`config.mk`:
```
export PLATFORM = sky130hd
export DESIGN_NAME = tsr_reg_flat
export DESIGN_NICKNAME = d
export VERILOG_FILES = /design/src/rtl/tsr_reg_if.sv /design/src/rtl/tsr_reg.sv /design/src/flat_wrapper.sv
export SDC_FILE = /design/constraint.sdc
export NUM_CORES = 1
export LEC_CHECK = 0
export ABC_AREA = 0
export CORE_MARGIN = 2
export CORE_UTILIZATION = 56
export CTS_CLUSTER_SIZE = 28
export DETAILED_ROUTE_END_ITERATION = 8
export GPL_ROUTABILITY_DRIVEN = 0
export HOLD_SLACK_MARGIN = 0.03
export PLACE_DENSITY = 0.9
export SYNTH_ARGS = -nofsm -noshare
export SYNTH_HDL_FRONTEND = slang
export SYNTH_SLANG_ARGS = --single-unit
```
`constraint.sdc`:
```
create_clock -name btick_16 -period 3.2 [get_ports btick_16]
set_input_delay 0.48 -clock btick_16 [delete_from_list [all_inputs] [get_ports btick_16]]
set_output_delay 0.48 -clock btick_16 [all_outputs]
set_load 0.005 [all_outputs]
```
`src/rtl/tsr_reg_if.sv`:
```
// tsr_reg_if: FIFO read-side handshake between the UART transmit shift
// register and its show-ahead TX FIFO.
//   fifo_empty : FIFO has no data (driven by the FIFO)
//   tdata      : FIFO head byte, valid whenever fifo_empty=0 (driven by the FIFO)
//   rd_en      : one-cycle pop strobe (driven by the transmitter)
// master = transmitter (consumer), slave = FIFO.
interface tsr_reg_if;
  logic       fifo_empty;
  logic [7:0] tdata;
  logic       rd_en;

  modport master (input fifo_empty, input tdata, output rd_en);
  modport slave  (output fifo_empty, output tdata, input rd_en);
endinterface

```
`src/rtl/tsr_reg.sv`:
```
// tsr_reg: UART transmit shift register.
// Pops a byte from a show-ahead TX FIFO and sends it as start bit, 5..8 data
// bits LSB first, optional parity, and 1 or 2 stop bits. Bit time is OSR_A or
// OSR_B ticks of btick_16. The frame format is captured at pop time, so
// changing the inputs mid-frame only affects later frames.
// Ports:
//   btick_16    : oversampling clock, all state on its rising edge
//   rst         : asynchronous active-high reset
//   tx_en       : allow new frames to start
//   tlen        : data length 00=5 .. 11=8 bits
//   parity_en   : append parity bit
//   parity_type : 0 even, 1 odd
//   stop2       : 0 one stop bit, 1 two stop bits
//   sample_type : 0 OSR_A ticks/bit, 1 OSR_B ticks/bit
//   fifo        : FIFO handshake (fifo_empty, tdata in; rd_en out)
//   tx_out      : serial line, registered
//   tx_busy     : frame in progress
//   tx_done     : one-cycle pulse on the last cycle of the stop bit(s)
module tsr_reg #(
  parameter logic IDLE_LEVEL = 1'b1,
  parameter int   OSR_A      = 16,
  parameter int   OSR_B      = 13
) (
  input  logic       btick_16,
  input  logic       rst,
  input  logic       tx_en,
  input  logic [1:0] tlen,
  input  logic       parity_en,
  input  logic       parity_type,
  input  logic       stop2,
  input  logic       sample_type,
  tsr_reg_if.master  fifo,
  output logic       tx_out,
  output logic       tx_busy,
  output logic       tx_done
);

  localparam int OSR_MAX = (OSR_A > OSR_B) ? OSR_A : OSR_B;
  localparam int CW      = (OSR_MAX > 2) ? $clog2(OSR_MAX) : 1;
  localparam logic [CW-1:0] LAST_A = CW'(OSR_A - 1);
  localparam logic [CW-1:0] LAST_B = CW'(OSR_B - 1);

  typedef enum logic [2:0] {
    S_IDLE, S_START, S_DATA, S_PARITY, S_STOP
  } state_t;

  state_t        state_q, state_d;
  logic [CW-1:0] cnt_q, cnt_d;
  logic [2:0]    bit_q, bit_d;
  logic [7:0]    shift_q, shift_d;
  logic [1:0]    tlen_q, tlen_d;
  logic          pen_q, pen_d;
  logic          par_q, par_d;
  logic          stop2_q, stop2_d;
  logic          osr_q, osr_d;
  logic          tx_q, tx_d;

  logic          pop, bit_end;
  logic [CW-1:0] cnt_last;
  logic [2:0]    data_last, stop_last;
  logic [7:0]    mask;

  assign cnt_last  = osr_q ? LAST_B : LAST_A;
  assign bit_end   = (cnt_q == cnt_last);
  assign data_last = {1'b0, tlen_q} + 3'd4;   // D-1
  assign stop_last = {2'b00, stop2_q};
  assign mask      = 8'hFF >> (2'd3 - tlen); // keep only the D data bits

  // Pop is qualified by rst so that no strobe reaches the FIFO while reset
  // holds the FSM in IDLE.
  assign pop        = (state_q == S_IDLE) && tx_en && !fifo.fifo_empty && !rst;
  assign fifo.rd_en = pop;
  assign tx_busy    = (state_q != S_IDLE);
  assign tx_out     = tx_q;

  always_comb begin
    state_d = state_q;
    bit_d   = bit_q;
    shift_d = shift_q;
    tlen_d  = tlen_q;
    pen_d   = pen_q;
    par_d   = par_q;
    stop2_d = stop2_q;
    osr_d   = osr_q;
    tx_done = 1'b0;
    cnt_d   = (state_q == S_IDLE || bit_end) ? '0 : cnt_q + CW'(1);

    case (state_q)
      S_IDLE: begin
        bit_d = '0;
        if (pop) begin
          shift_d = fifo.tdata & mask;
          tlen_d  = tlen;
          pen_d   = parity_en;
          par_d   = (^(fifo.tdata & mask)) ^ parity_type;
          stop2_d = stop2;
          osr_d   = sample_type;
          state_d = S_START;
        end
      end
      S_START: begin
        if (bit_end) state_d = S_DATA;
      end
      S_DATA: begin
        if (bit_end) begin
          shift_d = shift_q >> 1;
          if (bit_q == data_last) begin
            bit_d   = '0;
            state_d = pen_q ? S_PARITY : S_STOP;
          end else begin
            bit_d = bit_q + 3'd1;
          end
        end
      end
      S_PARITY: begin
        if (bit_end) state_d = S_STOP;
      end
      S_STOP: begin
        if (bit_end) begin
          if (bit_q == stop_last) begin
            tx_done = 1'b1;
            bit_d   = '0;
            state_d = S_IDLE;
          end else begin
            bit_d = bit_q + 3'd1;
          end
        end
      end
      default: state_d = S_IDLE;
    endcase

    // Line level is computed from the next state so the flop output matches
    // the current state with no combinational path to the pin.
    case (state_d)
      S_START:  tx_d = 1'b0;
      S_DATA:   tx_d = shift_d[0];
      S_PARITY: tx_d = par_d;
      default:  tx_d = IDLE_LEVEL;
    endcase
  end

  always_ff @(posedge btick_16 or posedge rst) begin
    if (rst) begin
      state_q <= S_IDLE;
      cnt_q   <= '0;
      bit_q   <= '0;
      shift_q <= '0;
      tlen_q  <= '0;
      pen_q   <= 1'b0;
      par_q   <= 1'b0;
      stop2_q <= 1'b0;
      osr_q   <= 1'b0;
      tx_q    <= IDLE_LEVEL;
    end else begin
      state_q <= state_d;
      cnt_q   <= cnt_d;
      bit_q   <= bit_d;
      shift_q <= shift_d;
      tlen_q  <= tlen_d;
      pen_q   <= pen_d;
      par_q   <= par_d;
      stop2_q <= stop2_d;
      osr_q   <= osr_d;
      tx_q    <= tx_d;
    end
  end

endmodule

```
`src/flat_wrapper.sv`:
```
// flat-port wrapper written by rule: the top's interface ports become plain ports
module tsr_reg_flat 
#(
  parameter logic IDLE_LEVEL = 1'b1,
  parameter int   OSR_A      = 16,
  parameter int   OSR_B      = 13
)
  (btick_16, rst, tx_en, tlen, parity_en, parity_type, stop2, sample_type, tx_out, tx_busy, tx_done, fifo_fifo_empty, fifo_tdata, fifo_rd_en);
  tsr_reg_if fifo_i ();
  input  logic btick_16;
  input  logic rst;
  input  logic tx_en;
  input  logic [1:0] tlen;
  input  logic parity_en;
  input  logic parity_type;
  input  logic stop2;
  input  logic sample_type;
  output logic tx_out;
  output logic tx_busy;
  output logic tx_done;
  input wire logic [$bits(fifo_i.fifo_empty)-1:0] fifo_fifo_empty;
  input wire logic [$bits(fifo_i.tdata)-1:0] fifo_tdata;
  output wire logic [$bits(fifo_i.rd_en)-1:0] fifo_rd_en;
  assign fifo_i.fifo_empty = fifo_fifo_empty;
  assign fifo_i.tdata = fifo_tdata;
  assign fifo_rd_en = fifo_i.rd_en;
  tsr_reg #(.IDLE_LEVEL(IDLE_LEVEL), .OSR_A(OSR_A), .OSR_B(OSR_B)) u_core (.btick_16(btick_16), .rst(rst), .tx_en(tx_en), .tlen(tlen), .parity_en(parity_en), .parity_type(parity_type), .stop2(stop2), .sample_type(sample_type), .fifo(fifo_i), .tx_out(tx_out), .tx_busy(tx_busy), .tx_done(tx_done));
endmodule
```
==> summary.txt <==
Worst setup path
  • R2r endpoint: u_core.tx_out
  • Setup crit start kind: flip-flop
  • R2R Setup Slk: 1.17 ns
  • Crit-path max cell delay: 0.53 ns
  • WP data required: 2.72 ns
  • R2r startpoint: u_core.state_q[1]
  • Critical Path AT: 2.24 ns
  • Worst-path cell chain: or3b_4 > a21o_1 > nor3_1 > clkdlybuf4s50_1
  • Crit Path Max Fanout: 8
  • Worst path slowest cell: clkdlybuf4s50_1
  • Critical Path Sink Type: primary output
  • R2r worst-path depth: 6
  • WS Path Type: reg -> out

Route
  • Antenna-violating nets left: 0
  • Via density: 5.85
  • Initial DRC Count: 25
  • Total wire length: 2850 µm
  • WL per Instance: 15.6 µm
  • Drt first pass iters: 4
  • Residual DRC: 0
  • Via count: 1065

Floorplan
  • Die width: 53.6 µm
  • Die Area: 2880 µm²
  • Initial Util: 60.6%
  • Die height: 53.6 µm
  • Ports: 22
  • Core area: 2280 µm²
  • Site Rows: 17

Run status
  • Outcome: complete, no violations

Timing
  • Crit share post-route: 84.9%
  • Final Skew: 0.00844 ns
  • Pins Over Slew Limit: 0
  • Setup_tns: 0 ns
  • Post-route minimum period: 2.72 ns
  • RSZ-0062 raised after global routing: false
  • Final setup fails: 0
  • Hold_ws: 0.509 ns
  • Slew of the pin with the lowest slew margin: 0.948 ns
  • Hold Fails Final Rpt: 0
  • Slew margin rel.: 36.7%
  • Fmax: 368 MHz

Power
  • Worst vdd ir: 0.657 mV
  • P per Cell Area: 739 nW/µm²
  • Leak: 0.694 nW

Logic synthesis
  • Synth Net Count: 151
  • Avg Cell Area, Syn: 10.5 µm²
  • EDFF count, synth: 0
  • Number of synthesis warnings: 0
  • Ys async rst share: 100%
  • Sequential fraction of the synthesis area: 45.4%
  • Post-synth top flop: dfrtp_1
  • Seq cells post-synth: 25
  • Synthesized area: 1380 µm²
  • Post-synthesis cell count: 131
  • Count of cell types in the netlist: 44

Layout
  • P&R area growth vs syn: 17.9%
  • Ant. Diodes: 0
  • Layout cell share with drive strength beyond 1: 13.0%
  • Final cell count without fillers: 182
  • Nets: 175
  • Fillers: 149

Placement
  • Port bufs: 21
  • Placed instance count: 178
  • DP HPWL: 2150 µm

Clocking
  • Latest clock arrival within the worst-skew pair: 0.32 ns
  • Post-cts sizing count: 0
  • Post-CTS Hold Buffers: 0
  • TritonCTS clock tree: built
  • Clk sinks: 25
  • Root buf cell: clkbuf_4
  • Htree depth: 1
  • CTS Buf Count: 3
  • Post-CTS setup buffers: 0
  • Clock tree buffer depth: 2
  • Worst-path clk slew: 0.13 ns

Min path
  • Hold Path Cell Cnt: 2
  • Min-Delay Endpoint: u_core.shift_q[1]
  • HP Start: u_core.shift_q[1]
  • Worst hold path class: reg -> reg

Global routing
  • Pin count of the biggest net entering global routing: 26
  • Vias in the first global route: 1107
  • Antenna violations before repair: 0
  • First-pass GRT wire length: 4860 µm
  • Met1 Use GR: 29.2%
  • GRT busiest layer: met2
  • GRT overflow: 0
  • Total Routing Usage GR: 23.7%
  • Met2 Usage GRT: 39.3%
  • Met3 usage in global routing: 4.72%

Run
  • Max_cap viols: 0
## Yosys cell counts, types with 2 or more instances
cell type / count / area [µm²]
nand2_1: 15 / 56.3
xor2_1: 4 / 35.0
a21oi_1: 2 / 10.0
dfrtp_1: 24 / 601
or3b_4: 2 / 22.5
mux2_2: 4 / 45.0
o21ai_1: 2 / 10.0
a21o_1: 2 / 15.0
xnor2_1: 9 / 78.8
o22ai_1: 2 / 12.5
nand3_1: 4 / 20.0
a22oi_1: 4 / 30.0
ha_1: 2 / 25.0
inv_1: 7 / 26.3
buf_6: 3 / 33.8
o21ai_0: 9 / 45.0
nor2_1: 9 / 33.8
## critical path, delay by kind of cell (launching register included)
kind	cells	cell delay, ns
compound gates	1	0.27
simple gates	2	0.68
flops	1	0.45
buf+inv	1	0.53
## power by group
part	switching [mW]	internal, mW	leakage, nW	total, mW
combinational	0.240	0.244	0.367	0.484
clock	0.0943	0.0468	0.0177	0.141
sequential	0.118	0.458	0.309	0.576
total	0.452	0.749	0.694	1.20
## through the flow
stage          utilization [%]  power (mW)  cell area [µm²]  setup WS (ns)
6_report                  71.5        1.20             1630          0.485
4_1_cts                   71.5        1.20             1630          0.477
3_5_place_dp              70.3        1.07             1600          0.853
3_3_place_gp              70.3        1.02             1600          0.907
5_1_grt                   71.5        1.30             1630          0.407
2_1_floorplan                -       0.915             1380           1.29
## cell type report
type | instances | area (µm²) | area share, %
multi-input cells | 96 | 693 | 42.6
flip-flops and latches | 25 | 627 | 38.5
repair buffers | 22 | 218 | 13.4
well taps | 28 | 35.0 | 2.15
inverters | 7 | 26.3 | 1.62
clock buffers | 3 | 22.5 | 1.38
clock inverters | 1 | 5.00 | 0.308
## per-layer routing
| layer | wire length, µm | part of all wire [%] | vias up |
|---|---|---|---|
| met5 | 0 | 0 | - |
| met4 | 77 | 2.7 | 0 |
| met3 | 82 | 2.9 | 8 |
| met2 | 1460 | 51 | 22 |
| met1 | 1230 | 43 | 518 |
| li1 | - | - | 517 |
## flip-flops by register name, indices dropped and copies added, names as in the netlist
register,count
u_core.pen_q,1
u_core.tx_out,1
u_core.stop2_q,1
u_core.shift_q,8
u_core.par_q,1
u_core.cnt_q,4
u_core.state_q,3
u_core.tlen_q,2
u_core.bit_q,3
u_core.osr_q,1
## layout by cell type, fill, tap and decap left out, drive strengths merged
master	n
a2111oi	1
a22o	1
o21ai	11
clkinv	1
o22ai	2
dfstp	1
buf	1
nor3	1
inv	7
o311a	1
o211ai	1
a211oi	3
or3b	4
mux2	4
a21oi	2
a32oi	1
or2b	1
a31oi	1
nand3b	1
xor2	4
nor4b	1
or3	2
nand2b	1
nand3	4
clkdlybuf4s50	21
dfrtp	24
maj3	1
xnor2	9
a22oi	4
and3	1
and4	1
clkbuf	3
a21o	2
nand2	15
nand4	1
a41oi	1
nor2	10
a221o	2
ha	2
## worst max path at each step
stage,startpoint,to,slack [ns],cells after the start
after CTS,u_core.cnt_q[0],tx_done,0.48,4
final,u_core.cnt_q[0],tx_done,0.48,4
after detailed placement,u_core.cnt_q[0],tx_done,0.85,4
after global routing,u_core.cnt_q[0],tx_done,0.41,4
after floorplan,u_core.state_q[2],fifo_rd_en,1.29,5
after global placement,u_core.cnt_q[0],tx_done,0.91,4
## cells by family (layout without fill, tap and decap cells)
| family | count (synthesis) | in the layout | share of synthesized area, % |
|---|---|---|---|
| xor gates and xnor gates | 13 | 13 | 8.25 |
| AOI/OAI and AO/OA | 33 | 33 | 18.3 |
| adders and majority gates | 3 | 3 | 2.63 |
| buffers and inverters | 10 | 33 | 4.35 |
| DFF | 25 | 25 | 45.4 |
| muxes | 4 | 4 | 3.26 |
| and+or+nand+nor | 43 | 43 | 17.8 |
Note: power is estimated with default switching activity, not from simulation.
